**src/rtl/video_tpg.sv**
```systemverilog
// video_tpg: free-running video timing and test-pattern generator (bars, ramp, checker, solid)
module video_tpg #(
  parameter int   H_ACTIVE = 800,
  parameter int   H_FP     = 56,
  parameter int   H_SYNC   = 120,
  parameter int   H_BP     = 64,
  parameter int   V_ACTIVE = 600,
  parameter int   V_FP     = 37,
  parameter int   V_SYNC   = 6,
  parameter int   V_BP     = 23,
  parameter logic HS_POL   = 1'b1,
  parameter logic VS_POL   = 1'b1
) (
  input  logic        clk,
  input  logic        rst,
  input  logic [1:0]  pattern_sel,
  input  logic [23:0] solid_rgb,
  output logic [23:0] vdata,
  output logic        hsync,
  output logic        vsync,
  output logic        de,
  output logic        frame_start
);
  localparam int H_TOTAL = H_ACTIVE + H_FP + H_SYNC + H_BP;
  localparam int V_TOTAL = V_ACTIVE + V_FP + V_SYNC + V_BP;
  // ramp and checker slice fixed bits, so counters are at least that wide
  localparam int HW = $clog2(H_TOTAL) < 8 ? 8 : $clog2(H_TOTAL);
  localparam int VW = $clog2(V_TOTAL) < 6 ? 6 : $clog2(V_TOTAL);
  localparam int BAR_W = H_ACTIVE / 8;
  localparam int BW = $clog2(BAR_W + 1);
  logic [HW-1:0] h_cnt;
  logic [VW-1:0] v_cnt;
  logic [BW-1:0] bar_sub;
  logic [2:0]    bar_idx;
  logic [1:0]    pat;
  logic [23:0]   solid;
  logic          h_last, v_last, bar_end, active, in_hs, in_vs;
  logic [23:0]   bars, pix;
  assign h_last  = h_cnt == HW'(H_TOTAL - 1);
  assign v_last  = v_cnt == VW'(V_TOTAL - 1);
  assign bar_end = bar_sub == BW'(BAR_W - 1);
  assign active  = (h_cnt < HW'(H_ACTIVE)) && (v_cnt < VW'(V_ACTIVE));
  assign in_hs   = (h_cnt >= HW'(H_ACTIVE + H_FP)) && (h_cnt < HW'(H_ACTIVE + H_FP + H_SYNC));
  assign in_vs   = (v_cnt >= VW'(V_ACTIVE + V_FP)) && (v_cnt < VW'(V_ACTIVE + V_FP + V_SYNC));
  // bar colours fall out of the index bits: R off for 2,3,6,7; G off for 4..7; B off for odd bars
  assign bars = {{8{~bar_idx[1]}}, {8{~bar_idx[2]}}, {8{~bar_idx[0]}}};
  // pixel colour for the current counter position from the frame-stable shadow pattern
  always_comb begin
    pix = pat == 2'd0 ? bars :
          pat == 2'd1 ? {3{h_cnt[7:0]}} :
          pat == 2'd2 ? {24{h_cnt[5] ^ v_cnt[5]}} : solid;
  end
  // raster counters, divider-free bar tracker and frame-boundary pattern capture
  always_ff @(posedge clk or posedge rst) begin
    if (rst) begin
      h_cnt   <= '0;
      v_cnt   <= '0;
      bar_sub <= '0;
      bar_idx <= '0;
      pat     <= '0;
      solid   <= '0;
    end else begin
      h_cnt   <= h_last ? '0 : h_cnt + HW'(1);
      if (h_last) v_cnt <= v_last ? '0 : v_cnt + VW'(1);
      bar_sub <= (h_last || bar_end) ? '0 : bar_sub + BW'(1);
      bar_idx <= h_last ? '0 : bar_end ? bar_idx + 3'd1 : bar_idx;
      if (h_last && v_last) begin
        pat   <= pattern_sel;
        solid <= solid_rgb;
      end
    end
  end
  // all outputs registered together so they stay mutually aligned
  always_ff @(posedge clk or posedge rst) begin
    if (rst) begin
      vdata       <= '0;
      de          <= 1'b0;
      frame_start <= 1'b0;
      hsync       <= ~HS_POL;
      vsync       <= ~VS_POL;
    end else begin
      vdata       <= active ? pix : '0;
      de          <= active;
      frame_start <= (h_cnt == '0) && (v_cnt == '0);
      hsync       <= in_hs ? HS_POL : ~HS_POL;
      vsync       <= in_vs ? VS_POL : ~VS_POL;
    end
  end
endmodule
```
**config.mk**
```make
export PLATFORM = sky130hd
export DESIGN_NAME = video_tpg
export DESIGN_NICKNAME = d
export VERILOG_FILES = /design/src/rtl/video_tpg.sv
export SDC_FILE = /design/constraint.sdc
export NUM_CORES = 1
export LEC_CHECK = 0
export BUFFER_PORTS_ARGS = -buffer_cell sky130_fd_sc_hd__buf_2
export CORE_MARGIN = 2
export CORE_UTILIZATION = 57
export DETAILED_ROUTE_END_ITERATION = 10
export PLACE_DENSITY_LB_ADDON = 0.3
export SLEW_MARGIN = 20
export SYNTH_ARGS = -nofsm -noshare
export SYNTH_HDL_FRONTEND = slang
export SYNTH_SLANG_ARGS = --single-unit
```
**constraint.sdc**
```tcl
create_clock -name clk -period 2.85 [get_ports clk]
set_input_delay 0.1425 -clock clk [delete_from_list [all_inputs] [get_ports clk]]
set_output_delay 0.1425 -clock clk [all_outputs]
set_load 0.01 [all_outputs]
```
==> results.md <==
- Total CTS buffers: 9
- Most frequent cells in the layout: 85 x dfrtp_1, 55 x buf_2, 30 x nor2_1
- Clock Tree Buf Depth: 2
- Most common cell after layout, fill and taps aside: dfrtp_1
- Initial Util: 58.0%
- Vias per cell: 5.82
- Core outline area: 6680 µm²
- Final Cycle Share: 78.8%
- H-tree depth: 3
- Net count after synthesis: 369
- Die area: 7480 µm²
- Routed wire length: 7.93 mm
- Final ANT Viol Nets: 0
- Clock latency on the worst-skew pair: 360 ps
- Worst hold slack: 11.7 ps
- Post-synth ARST share: 100%
- Status: completed
- Clock skew: 17.4 ps
- Setup Crit Path Kind: reg2reg
- Rows: 30
- Initial antenna violation count: 0
- Number of max-slew violations in the final report: 0
- First-pass GRT wire length: 13.2 mm
- Reg2Reg Depth: 4
- DRT iter0 DRCs: 214
- Multi-input logic area: 1630 µm²
- Reg-to-Reg Start: v_cnt[6]$_DFFE_PP0N_
- Post-route minimum period: 2250 ps
- Synth Flop Type: dfrtp_1
- Crit path from: v_cnt[6]$_DFFE_PP0N_
- CTS clk-pin slew, worst paths: 90 ps
- Syn avg cell area: 11.6 µm²
- Register area: 2130 µm²
- Leak: 2.13 nW
- CP Data Required Time: 3080 ps
- Post-CTS sizing: 0
- Number of global-route vias before repair: 2726
- Worst Setup Start Kind: flip-flop
- #FFs+latches synth: 85
- Dpl hpwl: 5.52 mm
- Sequential area share after synthesis: 54.9%
- Crit Path Max Fanout: 27
- Nets: 428
- PwrDens: 543 nW/µm²
- Largest net degree at the start of global routing: 69
- Min-Delay Path Depth: 2
- Clock sinks: 85
- Yosys top cell by area: dfrtp_1
- Synth cell types: 42
- Chip width: 86.5 µm
- Dominant cells by area after synthesis: dfrtp_1 55%, mux2_4 7.4%, nor2_1 2.9%
- Slew @ Worst Pin: 773 ps
- R2R setup slack: 600 ps
- Hold_sp: solid_rgb[2]
- ANT cells: 0
- DR vias: 2771
- WL/cell: 16.6 µm
- DRT Pass-1 Iters: 4
- GRT Util Overall: 22.7%
- Die height: 86.5 µm
- Fraction of layout cells with a size suffix above 1: 27.5%
- Setup WS pre-CTS: 619 ps
- CTS tree: built
- YS warnings: 0
- Setup TNS: 0 ps
- CTS Root Cell: clkbuf_8
- Peak Freq: 0.445 GHz
- IO Port Bufs: 55
- Slew Limit Headroom: 48.1%
- Worst Hold Endpoint: solid[2]$_DFFE_PP0P_
- Critical R2R Capture: solid[1]$_DFFE_PP0P_
- Post-Syn Area: 3880 µm²
- Final design utilization: 67.2%
- Syn Inst Count: 333
- Maximum vdd drop: 0.547 mV
- DR DRC count: 0
- Total chip power: 2.44 mW
- Max-capacitance violation count: 0
- # fillers: 503
- Final setup viols: 0
- Total congestion overflow: 0
- Area growth from synthesis to layout: 15.8%
- Worst path arrival time: 2480 ps
- Fin. Hold Viols: 0
- Tightest Hold Check Type: in2reg
- Yosys top cell area share: 54.9%
- I/O pin count: 56
- Number of synthesized flops with an enable pin: 0
- Gpl congestion: 0.935
- Final WS setup: 605 ps
- Worst setup EP type: flip-flop
- RSZ-0062 raised after global routing: false
[through the flow]
step	cells	cell area, µm²
floorplan	333	3880
global placement	459	4220
detailed placement	459	4220
CTS	476	4490
global route	476	4490
finish	476	4490
[Yosys cell counts, drive strengths merged (9+ instances only)]
cell and instances:
a211oi 10, a21oi 19, clkbuf 11, dfrtp 85, inv 14, mux2 28, nand2 13, nand3 10
nor2 30, nor3 10, nor3b 11, o21ai 19, xnor2 11, xor2 9
[worst max path at each step]
stage                              to  slack, ps  depth (start not counted)
2_1_floorplan  bar_idx[0]$_DFFE_PP0N_        510                          1
3_3_place_gp    solid[12]$_DFFE_PP0P_        640                          4
3_5_place_dp     solid[1]$_DFFE_PP0P_        620                          4
4_1_cts          solid[1]$_DFFE_PP0P_        590                          4
5_1_grt          solid[1]$_DFFE_PP0P_        530                          4
6_report         solid[1]$_DFFE_PP0P_        600                          4
[per-layer routing]
metal	GRT usage [%]	wire (µm)
met2	37.5	3950
met5	0	0
met4	6.96	157
met1	29.4	3390
met3	6.19	420
[power breakdown]
group          leakage (nW)  internal (mW)  switching [mW]
clock                 0.119          0.604           0.422
sequential             1.01           1.24          0.0207
combinational         0.992         0.0685          0.0786
[cells by family (layout without fill, tap and decap cells)]
logic type / count (synthesis) / count (layout) / synth area share (%)
buffers and inverters: 28 / 91 / 3.16
AO/OA/AOI/OAI: 57 / 57 / 8.75
multiplexers: 33 / 33 / 11.3
flip-flops: 85 / 85 / 54.9
adder cells (fa/ha/maj): 8 / 8 / 2.58
AND/OR/NAND/NOR: 102 / 102 / 14.8
XOR/XNOR: 20 / 20 / 4.52
[cell type report]
cell class / count / share of cell area (%)
sequential: 85 / 47.4
multi-input combinational: 220 / 36.2
timing repair buffer: 62 / 7.42
clock buffer: 10 / 3.07
clock inverter: 5 / 2.37
tap: 80 / 2.23
inverter: 14 / 1.28
[sequential cells by signal (all words and copies together), names as in the netlist]
| register | cells |
|---|---|
| hsync | 1 |
| frame_start | 1 |
| bar_idx | 3 |
| vsync | 1 |
| v_cnt | 10 |
| h_cnt | 11 |
| solid | 24 |
| pat | 2 |
| bar_sub | 7 |
| de | 1 |
| vdata | 24 |
[worst max-delay path, stage by stage (launching register included)]
cell and delay, ps:
dfrtp_1 450, or3_4 430, nor4_4 460, nand2_4 370, mux2_4 410
[what timing repair did]
action | 4_1_cts | 5_1_grt
hold buffers | 2 | 0
endpoints found under the hold margin | 67 | 0
buffers inserted | 0 | 0
Power figures use the tool's default switching activity.
